## src/rtl/gpi_event_ctrl.sv

```systemverilog
// gpi_event_ctrl: APB-attached general purpose input block with per-bit edge
// event capture, W1C pending register and a registered level interrupt.
// Optional feature macro: GPI_DEBOUNCE_EN. When defined, every synchronized
// input passes a per-bit debounce counter; when undefined, the filtered value
// is the synchronizer output.

package gpi_event_ctrl_pkg;
  // Word offsets of the register map (PADDR[4:2])
  localparam logic [2:0] OFF_CR   = 3'd0;
  localparam logic [2:0] OFF_IDR  = 3'd1;
  localparam logic [2:0] OFF_IER  = 3'd2;
  localparam logic [2:0] OFF_EDGE = 3'd3;
  localparam logic [2:0] OFF_ISR  = 3'd4;
endpackage

module gpi_event_ctrl
  import gpi_event_ctrl_pkg::*;
#(
  parameter int unsigned DEB_CYCLES = 8
) (
  input  logic        PCLK,
  input  logic        PRESETn,
  input  logic [4:0]  PADDR,
  input  logic        PWRITE,
  input  logic        PENABLE,
  input  logic        PSEL,
  input  logic [31:0] PWDATA,
  output logic [31:0] PRDATA,
  output logic        PREADY,
  input  logic [7:0]  gpi,
  output logic        irq
);

  // Counter value on which the filtered bit finally follows the input
  localparam logic [3:0] DEB_LAST = 4'(DEB_CYCLES - 1);

  // ---------------------------------------------------------------------------
  // APB decode
  // ---------------------------------------------------------------------------
  logic       pready_q;
  logic       access;
  logic       wr_access;
  logic       rd_access;
  logic [2:0] offset;

  // One action per transfer: the cycle after acting, PREADY is high and
  // blocks a second action while the master completes the transfer.
  assign access    = PSEL & PENABLE & ~pready_q;
  assign wr_access = access & PWRITE;
  assign rd_access = access & ~PWRITE;
  assign offset    = PADDR[4:2];

  // ---------------------------------------------------------------------------
  // Input synchronizer
  // ---------------------------------------------------------------------------
  logic [7:0] s1_q;
  logic [7:0] s2_q;
  logic [7:0] filtered;

  // Two-flop synchronizer for the asynchronous inputs
  always_ff @(posedge PCLK or negedge PRESETn) begin
    if (!PRESETn) begin
      s1_q <= '0;
      s2_q <= '0;
    end else begin
      // NOTE: sequential state uses non-blocking assignments so every flop
      // samples the pre-edge value; blocking here would collapse s1/s2 into one.
      s1_q <= gpi;
      s2_q <= s1_q;
    end
  end

`ifdef GPI_DEBOUNCE_EN
  // ---------------------------------------------------------------------------
  // Debounce: a bit must differ from the filtered value for DEB_CYCLES
  // consecutive cycles before the filtered value follows it.
  // ---------------------------------------------------------------------------
  logic [3:0] cnt_q [8];
  logic [7:0] filt_q;

  // Per-bit stability counters and the filtered value they gate
  always_ff @(posedge PCLK or negedge PRESETn) begin
    if (!PRESETn) begin
      // NOTE: this counter array is a handful of flops whose start value
      // matters, so it is reset; bulk storage arrays usually are not.
      for (int i = 0; i < 8; i++) cnt_q[i] <= '0;
      filt_q <= '0;
    end else begin
      for (int i = 0; i < 8; i++) begin
        if (s2_q[i] == filt_q[i]) begin
          cnt_q[i] <= '0;
        end else if (cnt_q[i] == DEB_LAST) begin
          cnt_q[i]  <= '0;
          filt_q[i] <= s2_q[i];
        end else begin
          cnt_q[i] <= cnt_q[i] + 4'd1;
        end
      end
    end
  end

  assign filtered = filt_q;

  logic unused_bits;
  assign unused_bits = ^{PADDR[1:0], PWDATA[31:8]};
`else
  assign filtered = s2_q;

  logic unused_bits;
  assign unused_bits = ^{PADDR[1:0], PWDATA[31:8], DEB_LAST};
`endif

  // ---------------------------------------------------------------------------
  // Edge detection
  // ---------------------------------------------------------------------------
  logic [7:0] prev_q;
  logic [7:0] cr_q;
  logic [7:0] edge_sel_q;
  logic [7:0] evt;

  // Previous filtered value, tracked even for disabled bits so that enabling
  // a bit never produces a stale event.
  always_ff @(posedge PCLK or negedge PRESETn) begin
    if (!PRESETn) prev_q <= '0;
    else          prev_q <= filtered;
  end

  // A change whose new level matches the selected direction (1 = rising)
  assign evt = (filtered ^ prev_q) & cr_q & ~(filtered ^ edge_sel_q);

  // ---------------------------------------------------------------------------
  // Register file
  // ---------------------------------------------------------------------------
  logic [7:0] cr_d;
  logic [7:0] ier_q;
  logic [7:0] ier_d;
  logic [7:0] edge_sel_d;
  logic [7:0] isr_q;
  logic [7:0] isr_d;
  logic [7:0] w1c;

  // Next-state for the writable registers; a new event wins over W1C
  always_comb begin
    // NOTE: every output of this block gets a default first; otherwise the
    // offsets that do not write a register would infer latches.
    cr_d       = cr_q;
    ier_d      = ier_q;
    edge_sel_d = edge_sel_q;
    w1c        = '0;
    if (wr_access) begin
      case (offset)
        OFF_CR:   cr_d       = PWDATA[7:0];
        OFF_IER:  ier_d      = PWDATA[7:0];
        OFF_EDGE: edge_sel_d = PWDATA[7:0];
        OFF_ISR:  w1c        = PWDATA[7:0];
        default:  ;
      endcase
    end
    isr_d = (isr_q & ~w1c) | evt;
  end

  // Control and pending registers
  always_ff @(posedge PCLK or negedge PRESETn) begin
    if (!PRESETn) begin
      cr_q       <= '0;
      ier_q      <= '0;
      edge_sel_q <= '0;
      isr_q      <= '0;
    end else begin
      cr_q       <= cr_d;
      ier_q      <= ier_d;
      edge_sel_q <= edge_sel_d;
      isr_q      <= isr_d;
    end
  end

  // ---------------------------------------------------------------------------
  // Read path, ready and interrupt
  // ---------------------------------------------------------------------------
  logic [7:0]  rdata_sel;
  logic [31:0] prdata_q;
  logic [31:0] prdata_d;
  logic        irq_q;

  // Read mux; IDR only shows enabled bits, unmapped offsets read zero
  always_comb begin
    rdata_sel = '0;
    case (offset)
      OFF_CR:   rdata_sel = cr_q;
      OFF_IDR:  rdata_sel = filtered & cr_q;
      OFF_IER:  rdata_sel = ier_q;
      OFF_EDGE: rdata_sel = edge_sel_q;
      OFF_ISR:  rdata_sel = isr_q;
      default:  rdata_sel = '0;
    endcase
    prdata_d = rd_access ? {24'h0, rdata_sel} : prdata_q;
  end

  // Registered APB response and level interrupt
  always_ff @(posedge PCLK or negedge PRESETn) begin
    if (!PRESETn) begin
      prdata_q <= '0;
      pready_q <= 1'b0;
      irq_q    <= 1'b0;
    end else begin
      prdata_q <= prdata_d;
      pready_q <= access;
      irq_q    <= |(isr_q & ier_q);
    end
  end

  assign PRDATA = prdata_q;
  assign PREADY = pready_q;
  assign irq    = irq_q;

endmodule

```

## config.mk

```make
export PLATFORM = sky130hd
export DESIGN_NAME = gpi_event_ctrl
export DESIGN_NICKNAME = d
export VERILOG_FILES = /design/src/rtl/gpi_event_ctrl.sv
export SDC_FILE = /design/constraint.sdc
export NUM_CORES = 1
export LEC_CHECK = 0
export BUFFER_PORTS_ARGS = -buffer_cell sky130_fd_sc_hd__buf_2
export CAP_MARGIN = 20
export CORE_MARGIN = 5
export CORE_UTILIZATION = 40
export CTS_BUF_LIST = sky130_fd_sc_hd__clkbuf_4 sky130_fd_sc_hd__clkbuf_8
export DETAILED_ROUTE_END_ITERATION = 12
export GPL_ROUTABILITY_DRIVEN = 0
export GPL_TIMING_DRIVEN = 0
export PLACE_DENSITY = 0.69
export SKIP_CTS_REPAIR_TIMING = 1
export SLEW_MARGIN = 20
export SYNTH_ARGS = -nofsm -noshare
export SYNTH_HDL_FRONTEND = slang
export SYNTH_SLANG_ARGS = --single-unit
```

## constraint.sdc

```tcl
create_clock -name PCLK -period 3.6 [get_ports PCLK]
set_clock_uncertainty 0.05 [all_clocks]
set_input_delay 0.36 -clock PCLK [delete_from_list [all_inputs] [get_ports PCLK]]
set_output_delay 0.36 -clock PCLK [all_outputs]
set_load 0.01 [all_outputs]
```

==> results.sh <==
export IMPL_static_leakage_power_nw=1.74
export IMPL_cell_row_count=31
export IMPL_placeableCoreArea_um2=7210
export IMPL_synth_main_ff_cell="sky130_fd_sc_hd__dfrtp_1"
export IMPL_startpoint_type="flip-flop"
export IMPL_grt_max_degree=35
export IMPL_wl_um=6020
export IMPL_required_ps=3780
export IMPL_total_switching_power_uw=517
export IMPL_drive_gt1_share_pct=38.0
export IMPL_critical_path_slowest_cell="sky130_fd_sc_hd__nor4_4"
export IMPL_period_minus_slack_ps=1660
export IMPL_p_clk_share_pct=32.6
export IMPL_crit_arrival_ps=1840
export IMPL_die_h_um=96.0
export IMPL_via_per_inst=4.74
export IMPL_clock_sinks=66
export IMPL_combPwrFrac_pct=16.9
export IMPL_detail_route_iter0_violations=105
export IMPL_finalNetCount=359
export IMPL_final_period_utilization_pct=46.2
export IMPL_synth_async_sr_flop_share_pct=100
export IMPL_first_global_vias=1908
export IMPL_mostFrequentLayoutCells="66 x sky130_fd_sc_hd__dfrtp_1, 36 x sky130_fd_sc_hd__buf_2, 27 x sky130_fd_sc_hd__nand2_1, 26 x sky130_fd_sc_hd__buf_4"
export IMPL_rsz0062_at_grt="false"
export IMPL_via_count=1952
export IMPL_global_route_overflow_total=0
export IMPL_cell_count_after_synthesis=241
export IMPL_commonest_non_fill_non_tap_cell_in_the_layout="sky130_fd_sc_hd__dfrtp_1"
export IMPL_ys_warnings_count=0
export IMPL_floorplan_initialDensity_pct=41.0
export IMPL_timing_setup_critical_path_class="reg2reg"
export IMPL_yosys_register_bits=66
export IMPL_fin_hold_ws_ps=69.6
export IMPL_grt_usage_pct=14.2
export IMPL_synth_edff_count=0
export IMPL_irDropWorstVdd_uv=241
export IMPL_final_setup_fails=0
export IMPL_mean_post_synth_cell_area_um2=12.3
export IMPL_seqCellArea_um2=1650
export IMPL_design_portCount=84
export IMPL_number_of_library_cell_types_mapped_by_synthesis=32
export IMPL_cts_buffers=9
export IMPL_timing_critical_path_to_type="flip-flop"
export IMPL_antenna_violations_before_repair=0
export IMPL_cts_htree_levels=3
export IMPL_run_status="completed"
export IMPL_cpPeakStageDelay_ps=540
export IMPL_cts_tree="yes"
export IMPL_synth_cell_area_um2=2960
export IMPL_maximum_net_fanout_on_the_critical_path=8
export IMPL_worst_slew_pin_transition_ps=675
export IMPL_cts_clk_slew_worst_paths_ps=70
export IMPL_slew_viol_final=0
export IMPL_areaGrowthSynthToFinish_pct=20.5
export IMPL_multiInputGateArea_um2=1150
export IMPL_power_density_nw_per_um2=540
export IMPL_dpl_hpwl_um=4300
export IMPL_swShare_pct=26.9
export IMPL_cap_viol_max_count=0
export IMPL_synth_sequential_area_ratio_pct=55.8
export IMPL_clockRootBuffer="sky130_fd_sc_hd__clkbuf_8"
export IMPL_clock_insertion_delay_at_the_later_pin_of_the_skew_report_ps=340
export IMPL_num_antenna_cells=0
export IMPL_finalHoldViolations=0
export IMPL_first_pass_iters=4
export IMPL_layout_filler_cell_count=665
export IMPL_finalPower_mw=1.92
export IMPL_port_buffers=32
export IMPL_power_report_internal_total_mw=1.41
export IMPL_total_die_area_um2=9210
export IMPL_final_antenna_violating_net_count=0
export IMPL_timing_hold_worst_class="in2reg"
export IMPL_chipWidth_um=96.0
export IMPL_routed_wire_length_per_instance_um=14.6
export IMPL_cts_path_max_buffers=2
export IMPL_timing_critical_path_cells="nand4b_4, nor4_4, nand2_1, a22o_1"
export IMPL_worst_r2r_setup_slack_ps=1940
export IMPL_timing_slew_headroom_pct=54.7
export IMPL_grt_pass1_wl_um=9670
export IMPL_seq_power_share_pct=50.5
export IMPL_achievable_freq_ghz=0.602
export IMPL_setup_tns_final_ps=0
export IMPL_remaining_drc_errors=0
power by group through the flow:
stage	logic (mW)	clock network (mW)	registers [mW]
floorplan	0.217	0	0.964
global placement	0.314	0	0.977
detailed placement	0.326	0	0.983
CTS	0.326	0.644	0.969
global route	0.362	0.676	0.985
finish	0.325	0.628	0.970
stage by stage:
| step | setup slack, ps | util (%) | instance area, µm² | cells |
|---|---|---|---|---|
| 2_1_floorplan | 1990 | - | 3040 | 264 |
| 3_3_place_gp | 1710 | 46.1 | 3330 | 395 |
| 3_5_place_dp | 1690 | 46.4 | 3350 | 396 |
| 4_1_cts | 1940 | 49.3 | 3550 | 411 |
| 5_1_grt | 1890 | 49.4 | 3560 | 412 |
| 6_report | 1940 | 49.4 | 3560 | 412 |
worst max-delay path, delay by kind of cell (launching register included):
family           cells  cell delay [ps]
AO/OA/AOI/OAI        1              200
flip-flops           1              400
AND/OR/NAND/NOR      3              890
layer usage:
layer  track usage [%]  share of wire, %  vias up
met5                 0                 0        -
met4              6.04               1.8        0
met3              4.22               7.1       12
met2              20.9                44       60
met1              19.5                47      935
li1                  -                 -      945
synth_stat cells (2+ instances only):
cell	instances	area share, %
sky130_fd_sc_hd__mux2_4	8	4.1
sky130_fd_sc_hd__o22ai_1	6	1.3
sky130_fd_sc_hd__nand2b_1	8	1.7
sky130_fd_sc_hd__a22oi_1	9	2.3
sky130_fd_sc_hd__a22o_1	8	2.4
sky130_fd_sc_hd__dfrtp_1	66	56
sky130_fd_sc_hd__buf_4	25	6.3
sky130_fd_sc_hd__a31oi_1	3	0.63
sky130_fd_sc_hd__mux2_2	24	9.1
sky130_fd_sc_hd__nor2_1	9	1.1
sky130_fd_sc_hd__o21ai_0	8	1.4
sky130_fd_sc_hd__nand3b_1	2	0.51
sky130_fd_sc_hd__buf_6	2	0.76
sky130_fd_sc_hd__a32oi_1	5	1.5
sky130_fd_sc_hd__buf_2	5	0.85
sky130_fd_sc_hd__nand2_1	27	3.4
sky130_fd_sc_hd__nor2b_1	7	1.5
sky130_fd_sc_hd__nand3_1	2	0.34
sky130_fd_sc_hd__a21oi_1	4	0.68
sequential cells by signal, summed over array words and instances (netlist names), 8 cells and up:
name and cells:
edge_sel_q 8, prev_q 8, isr_q 8, filtered 8, s1_q 8, ier_q 8, cr_q 8, PRDATA 8
cell families after synthesis:
group           Yosys count  share of synthesized area [%]
flops                    66                           55.8
mux                      33                           13.5
simple gates             65                           12.4
other cells               1                          0.127
compound gates           43                           10.1
buf+inv                  33                           8.08
path summary, 6_finish.rpt:
| path | startpoint | endpoint | cells after the start |
|---|---|---|---|
| setup / recovery | PREADY$_DFF_PN0_ | isr_q[2]$_DFF_PN0_ | 4 |
| hold / removal | gpi[7] | s1_q[7]$_DFF_PN0_ | 1 |
| setup reg to reg | PREADY$_DFF_PN0_ | isr_q[2]$_DFF_PN0_ | 4 |
| hold reg to reg | s1_q[4]$_DFF_PN0_ | filtered[4]$_DFF_PN0_ | 0 |
| max in group asynchronous | PRESETn | ier_q[5]$_DFFE_PN0P_ | 3 |
| min in group asynchronous | PRESETn | s1_q[0]$_DFF_PN0_ | 2 |
layout make-up:
class,count,share of cell area [%]
Buffer,32,6.60
Timing Repair Buffer,34,5.41
Tap cell,99,3.48
Inverter,1,0.105
Sequential cell,66,46.3
Clock inverter,4,1.44
Multi-Input combinational cell,165,32.4
Clock buffer,11,4.25
No activity file was read; power rests on OpenSTA's default activity.
